--- src/rtl/mul_arbiter_pkg.sv ---
// Shared definitions for the multiplier arbiter: state encoding, saturation limits, default width.
package mul_arbiter_pkg;

    localparam int unsigned DEFAULT_WIDTH = 11;

    localparam int SAT_MAX = 999;
    localparam int SAT_MIN = -999;

    localparam logic [1:0] ST_IDLE = 2'd0;
    localparam logic [1:0] ST_EXEC = 2'd1;
    localparam logic [1:0] ST_RESP = 2'd2;

    typedef enum logic [1:0] {
        IDLE = ST_IDLE,
        EXEC = ST_EXEC,
        RESP = ST_RESP
    } state_t;

endpackage

--- src/rtl/mul_arbiter_mul.sv ---
// Shared saturating signed multiplier: full product clamped to [SAT_MIN, SAT_MAX].
module mul
    import mul_arbiter_pkg::*;
#(
    parameter int unsigned WIDTH = DEFAULT_WIDTH
) (
    input  logic signed [WIDTH-1:0] a,
    input  logic signed [WIDTH-1:0] b,
    output logic signed [WIDTH-1:0] product_c
);

    localparam int unsigned PW = 2 * WIDTH;

    logic signed [PW-1:0] prod;

    always_comb begin
        prod      = PW'(a) * PW'(b);
        product_c = prod[WIDTH-1:0];
        if (prod > PW'(SAT_MAX)) begin
            product_c = WIDTH'(SAT_MAX);
        end else if (prod < PW'(SAT_MIN)) begin
            product_c = WIDTH'(SAT_MIN);
        end
    end

endmodule

--- src/rtl/mul_arbiter.sv ---
// Round-robin arbiter sharing one saturating multiplier between NUM_REQ requesters.
// Optional overflow flag output enabled by defining MUL_ARB_OVF_EN.
module mul_arbiter
    import mul_arbiter_pkg::*;
#(
    parameter int unsigned NUM_REQ = 4,
    parameter int unsigned WIDTH   = DEFAULT_WIDTH,
    parameter int unsigned GID_W   = 2
) (
    input  logic                       clk,
    input  logic                       rst_n,
    input  logic [NUM_REQ-1:0]         req,
    input  logic [NUM_REQ*WIDTH-1:0]   acc_in,
    input  logic [NUM_REQ*WIDTH-1:0]   arg_in,
    output logic [NUM_REQ-1:0]         ack,
    output logic signed [WIDTH-1:0]    result,
    output logic                       busy,
    output logic [GID_W-1:0]           grant_id
`ifdef MUL_ARB_OVF_EN
    ,
    output logic                       ovf
`endif
);

    // First requesting port scanning upward from last+1, wrapping at NUM_REQ.
    function automatic logic [GID_W-1:0] rr_pick(
        input logic [NUM_REQ-1:0] r,
        input logic [GID_W-1:0]   last
    );
        logic [GID_W-1:0] pick;
        logic [GID_W-1:0] idx;
        logic             found;
        pick  = '0;
        found = 1'b0;
        for (int unsigned i = 1; i <= NUM_REQ; i++) begin
            idx = GID_W'((32'(last) + i) % NUM_REQ);
            if (!found && r[idx]) begin
                pick  = idx;
                found = 1'b1;
            end
        end
        return pick;
    endfunction

    state_t                  state;
    logic signed [WIDTH-1:0] op_a;
    logic signed [WIDTH-1:0] op_b;
    logic [GID_W-1:0]        last_grant;
    logic signed [WIDTH-1:0] mul_y;
    logic [NUM_REQ-1:0]      req_live;
    logic [GID_W-1:0]        pick;

    // During the ack cycle the served port's req is still its old request.
    assign req_live = req & ~ack;
    assign pick     = rr_pick(req_live, last_grant);

    mul #(
        .WIDTH (WIDTH)
    ) u_mul (
        .a         (op_a),
        .b         (op_b),
        .product_c (mul_y)
    );

`ifdef MUL_ARB_OVF_EN
    localparam int unsigned PW = 2 * WIDTH;
    logic signed [PW-1:0] full_prod;
    logic                 ovf_next;

    assign full_prod = PW'(op_a) * PW'(op_b);
    assign ovf_next  = (full_prod > PW'(SAT_MAX)) || (full_prod < PW'(SAT_MIN));
`endif

    // Grant / execute / respond sequencer with registered outputs.
    always_ff @(posedge clk or negedge rst_n) begin
        if (!rst_n) begin
            state      <= IDLE;
            op_a       <= '0;
            op_b       <= '0;
            last_grant <= GID_W'(NUM_REQ - 1);
            ack        <= '0;
            result     <= '0;
            busy       <= 1'b0;
            grant_id   <= '0;
`ifdef MUL_ARB_OVF_EN
            ovf        <= 1'b0;
`endif
        end else begin
            ack <= '0;
            unique case (state)
                IDLE: begin
                    if (|req_live) begin
                        op_a     <= acc_in[32'(pick)*WIDTH +: WIDTH];
                        op_b     <= arg_in[32'(pick)*WIDTH +: WIDTH];
                        grant_id <= pick;
                        busy     <= 1'b1;
                        state    <= EXEC;
                    end
                end
                EXEC: begin
                    result <= mul_y;
`ifdef MUL_ARB_OVF_EN
                    ovf    <= ovf_next;
`endif
                    state  <= RESP;
                end
                RESP: begin
                    ack        <= NUM_REQ'(1) << grant_id;
                    last_grant <= grant_id;
                    busy       <= 1'b0;
                    state      <= IDLE;
                end
                default: begin
                    busy  <= 1'b0;
                    state <= IDLE;
                end
            endcase
        end
    end

endmodule

--- config.mk ---
export PLATFORM = sky130hd
export DESIGN_NAME = mul_arbiter
export DESIGN_NICKNAME = d
export VERILOG_FILES = /design/src/rtl/mul_arbiter_pkg.sv /design/src/rtl/mul_arbiter_mul.sv /design/src/rtl/mul_arbiter.sv
export SDC_FILE = /design/constraint.sdc
export NUM_CORES = 1
export LEC_CHECK = 0
export CAP_MARGIN = 20
export CORE_ASPECT_RATIO = 1.1
export CORE_MARGIN = 2
export CORE_UTILIZATION = 30
export DETAILED_ROUTE_END_ITERATION = 10
export PLACE_DENSITY_LB_ADDON = 0.12
export SLEW_MARGIN = 10
export SYNTH_ARGS = -nofsm -noshare
export SYNTH_HDL_FRONTEND = slang
export SYNTH_SLANG_ARGS = --single-unit
--- constraint.sdc ---
create_clock -name clk -period 16 [get_ports clk]
set_clock_uncertainty 0.15 [all_clocks]
set_input_delay 1.6 -clock clk [delete_from_list [all_inputs] [get_ports clk]]
set_output_delay 1.6 -clock clk [all_outputs]
set_load 0.01 [all_outputs]
## Word-level counts from Yosys, hierarchy flattened

Index checks and enable logic that the tools add are counted.

- $add $sub $neg: 4
- $mul: 2
- Divide/modulo/power cells: 0
- $lt $le $gt $ge: 6
- Equality and inequality tests: 3
- Shift operators: 3
- Muxes and demuxes: 22
- Bitwise logic cells: 3
- Reduce and logical (&&, ||, !) cells: 10

Operators with widths:

| cell | count |
|---|---|
| $shiftx A44 B7 Y11 | 2 |
| $gt A22 B11 Y1 const B | 1 |
| $lt A22 B11 Y1 const B | 1 |
| $mul A11 B11 Y22 | 1 |
| $mux W11 | 2 |
| $lt A2 B3 Y1 const B | 4 |
| $mux W2 | 5 |
| $bmux W1 S2 | 4 |
| $mux W1 | 8 |
| $mul A2 B4 Y6 const B | 1 |
| $add A2 B1 Y2 const B | 2 |
| $add A2 B2 Y2 const B | 2 |
| $and A4 B4 Y4 | 1 |
| $mux W4 | 1 |
| $not A4 Y4 | 1 |
| $pmux W2 S2 | 1 |
| $reduce_and A2 Y1 | 2 |
| $reduce_or A4 Y1 | 1 |
| $shl A1 B2 Y4 const A | 1 |
| $logic_and A1 B1 Y1 | 3 |
| $logic_not A1 Y1 | 3 |
| $eq A2 B1 Y1 const B | 1 |
| $eq A2 B2 Y1 const B | 1 |
| $logic_not A2 Y1 | 1 |
| other kinds (3) | 3 |

- Bits in registers: 44
- Latch bits: 0
- Memory bits (writable): 0
- Memory bits (read-only): 0
- Output and inout port bits: 18
- Memories kept: 0

## Longest topological paths before layout

- Depth in word-level cells: 16
- Gate-level depth with buffers: 22
- Mapped depth without buffers: 20

## By module

A second synthesis with hierarchy kept.

- Cell total of the unflattened synthesis: 800
- Area, all modules: 7409.6 um^2

By module, submodules not included:

| module | times used | cells each | area each (um^2) | seq. area each (um^2) |
|---|---|---|---|---|
| mul | 1 | 605 | 5123.7 | 0.0 |
| mul_arbiter | 1 | 195 | 2285.9 | 1103.6 |

## Least setup slack after synthesis

Ideal clock, no wire load.

- Path type: register to register
- From: register op_b[5]
- To: register result[7]
- Library setup time: 0.121 ns
- Data arrival time: 5.845 ns
- Slack: 9.884 ns
- Stages on the path, launching flop included: 20
- Path buffers: 1
- Path through: dfrtp_1 > clkbuf_1 > nand2_1 > fa_1 > fa_1 > fa_1 > inv_1 > fa_1 > inv_1 > fa_1 > inv_1 > ha_1 > a21oi_1 > or2b_1 > a211oi_2 > o21a_1 > o2111ai_1 > or4_4 > o21a_4 > o22a_1

- Word-level cells in the longest chain between the ends: 4
- Elaborated cells on any way between the ends: 5

RTL lines:

| element | RTL line | RTL |
|---|---|---|
| start, declared | mul_arbiter.sv:47 | `logic signed [WIDTH-1:0] op_b;` |
| start signal, assigned | mul_arbiter.sv:94 | `op_b <= arg_in[32'(pick)*WIDTH +: WIDTH];` |
| $mul A11 B11 Y22 (*) | mul_arbiter_mul.sv:17 | `prod = PW'(a) * PW'(b);` |
| $lt A22 B11 Y1 | mul_arbiter_mul.sv:21 | `end else if (prod < PW'(SAT_MIN)) begin` |
| $mux W11 | mul_arbiter_mul.sv:21 |  |
| $mux W11 (*) | mul_arbiter_mul.sv:19 | `if (prod > PW'(SAT_MAX)) begin` |
| end signal, assigned | mul_arbiter.sv:101 | `result <= mul_y;` |
| end, declared | mul_arbiter.sv:16 | `output logic signed [WIDTH-1:0] result,` |

Every way passes the cells marked *; elsewhere a longest branch is shown, timed or not.
A chain may end at the register's enable or synchronous reset.

## Worst setup path in the final report

Ends and elaborated chain as after synthesis.

==> flow_summary_export.csv <==
group,metric,value,unit
logic_synthesis,synthArstFlopShare,100,%
critical_path,crit_top_cell,"fa_1",
clock_network,clk_path_buf_depth,2,
routing,drt_iter0_markers,171,
sta,finalCriticalPeriod,6.52,ns
final_layout,final_cells,1303,
logic_synthesis,synth_top_cell_area_share,30.3,%
floorplan,dieArea,27100,sq um
final_layout,nNetsFinal,1214,
critical_path,timing_worst_setup_path_type,"reg -> reg",
clock_network,cts_max_level,2,
placed_design,dp_cells,1294,
floorplan,core,25300,sq um
critical_path,rr_startpoint,"op_b[5]",
global_route,grt_max_degree,49,
final_layout,final_cell_mix,"inv_1 (170), fa_1 (117), clkdlybuf4s50_1 (110), nand2_1 (108), and2_1 (55)",
global_route,grt_util_all_layers,15.5,%
logic_synthesis,synthesis.instances,874,
global_route,grt_pass1_wl,32900,microns
routing,wirelength,19500,microns
global_route,antenna_found_initial,0,
clock_network,ctsResizeCount,0,
logic_synthesis,syn_avg_cell_area,8.85,sq um
final_layout,layout_commonest_cell,"inv_1",
critical_path,r2r-end,"result[7]",
critical_path,r2r_cells,18,
routing,viasPerCell,4.52,
clock_network,post_cts_buffers,0,
floorplan,dieHeight,172,microns
floorplan,rows,61,
logic_synthesis,synth-edff-count,0,
floorplan,die_w,157,microns
routing,routedWlPerCell,15.0,microns
sta,setup_ws,9.48,ns
sta,fin_setup_tns,0,ns
sta,hold_viol_final,0,
critical_path,startpoint_type,"flop",
run_status,outcome,"finished clean",
placed_design,port_buffers,111,
logic_synthesis,netlist_top_cells_area,"fa_1 (30%), dfrtp_1 (14%), inv_1 (8.3%)",
clock_network,cts_tree,"yes",
logic_synthesis,synth_cell_types,66,
sta,relSlewSlack,48.2,%
critical_path,rrSetupSlack,9.48,ns
clock_network,clock_latency,0.30,ns
global_route,grt_pass1_vias,6381,
logic_synthesis,syn_area,7730,sq um
floorplan,io_pins,112,
routing,first_pass_iters,4,
worst_hold_path,min_from,"result[10]",
critical_path,critPathMaxStageDelay,0.69,ns
sta,fmax,153,MHz
routing,drcViolationCount,0,
logic_synthesis,synth_flop_cell,"dfrtp_1",
critical_path,cp_data_arrival_time,6.57,ns
critical_path,path_cells,"nand2_1, fa_1, fa_1, fa_1, inv_1, fa_1, inv_1, fa_1, inv_1, ha_1, a21oi_1, or2b_1, a211oi_2, o21a_1, o2111ai_1, or4_4, o21a_4, o22a_1",
logic_synthesis,yosysWarnings,0,
placed_design,hpwl,16500,microns
floorplan,start_util,30.5,%
critical_path,cp_slowest_cell,"fa_1",
clock_network,ctsHoldBuffers,0,
placed_design,post-place-ws,9.43,ns
final_layout,synthToLayoutAreaGrowth,20.7,%
sta,rsz0062_at_grt,"false",
logic_synthesis,yosys.area.top_type,"fa_1",
routing,dr_total_vias,5892,
worst_hold_path,holdPathStages,2,
sta,setup_violations,0,
clock_network,cts_root_buf,"clkbuf_16",
clock_network,cts_buffers,5,
worst_hold_path,whs_endpoint,"result[10]",
sta,fin_crit_sh,40.8,%
critical_path,path_max_fanout,12,
critical_path,cp.required,16.04,ns
placed_design,gp_congestion,0.803,
sta,worst_pin_slew,0.774,ns
routing,ant_nets,0,
global_route,globalRouteOverflowTotal,0,
final_layout,drive_gt1_share,6.17,%
logic_synthesis,syn_nets,1132,
final_layout,diodes,0,
logic_synthesis,synth_seq_cells,44,
clock_network,clkTransAtPathRegs,0.07,ns
clock_network,cts_sinks,44,
run,cap_violations,0,
critical_path,critPathCaptureType,"flop",
sta,finalMaxSlewViolations,0,
final_layout,fillers,2729,
logic_synthesis,yosysSeqAreaShare,14.3,%
final_layout,final_util,36.8,%
worst_hold_path,min_path_type,"reg -> reg",
-- synthesized netlist by cell type (12+ instances only) --
| cell | number |
|---|---|
| a21oi_1 | 18 |
| nor2_1 | 31 |
| clkbuf_1 | 30 |
| mux2i_1 | 44 |
| nand2_1 | 108 |
| inv_1 | 170 |
| and2_1 | 55 |
| nand2b_1 | 12 |
| dfrtp_1 | 42 |
| ha_1 | 47 |
| mux2_2 | 24 |
| o21ai_0 | 41 |
| fa_1 | 117 |
-- how the worst max path moves through the flow --
stage	cells past startpoint	from	to
3_5_place_dp	18	op_b[5]	result[2]
5_1_grt	18	op_b[5]	result[7]
4_1_cts	18	op_b[5]	result[7]
6_report	18	op_b[5]	result[7]
2_1_floorplan	19	op_b[5]	result[7]
3_3_place_gp	18	op_b[5]	result[5]
-- worst max-delay path: cells and delay by family (launching register included) --
kind | cells | cell delay [ns]
AO/OA/AOI/OAI | 6 | 1.35
adder cells (fa/ha/maj) | 6 | 3.14
buffers and inverters | 3 | 0.16
flip-flops | 1 | 0.60
AND/OR/NAND/NOR | 3 | 1.01
-- per-stage QoR --
step           hold WS, ns  instance area, sq um
5_1_grt              0.356                  9330
3_3_place_gp         0.315                  9140
4_1_cts              0.337                  9310
6_report             0.328                  9330
3_5_place_dp         0.319                  9140
2_1_floorplan        0.303                  7730
-- flip-flops by register name, summed over array words and instances, names as in the netlist --
register	count
op_a	11
op_b	11
result	11
ack	4
grant_id	2
last_grant	2
state	2
busy	1
-- cell type report --
class / instances / area, sq um / area share (%)
multi-input cells: 619 / 5840 / 62.5
repair buffers: 115 / 1150 / 12.3
flip-flops and latches: 44 / 1100 / 11.8
inverters: 171 / 642 / 6.88
well taps: 346 / 433 / 4.64
clock buffers: 5 / 125 / 1.34
clock inverters: 3 / 46.3 / 0.496
-- routing by layer --
metal | vias to the layer above | wire length [microns] | global-route usage, %
met5 | - | 0 | 0
met2 | 100 | 9240 | 27.1
met3 | 16 | 649 | 2.36
met1 | 2838 | 9400 | 20.4
met4 | 0 | 234 | 2.92
li1 | 2938 | - | -
-- cell families after synthesis --
kind of cell / Yosys count / synth area share [%]
and+or+nand+nor: 250 / 15.8
buffers and inverters: 211 / 10.4
adders and majority gates: 164 / 37.9
AOI/OAI and AO/OA: 120 / 10.5
muxes: 68 / 9.19
DFF: 44 / 14.3
xor gates and xnor gates: 17 / 1.93
Power is not shown: default switching activity piles up to over one toggle a cycle in this logic, so the estimate is an artifact.
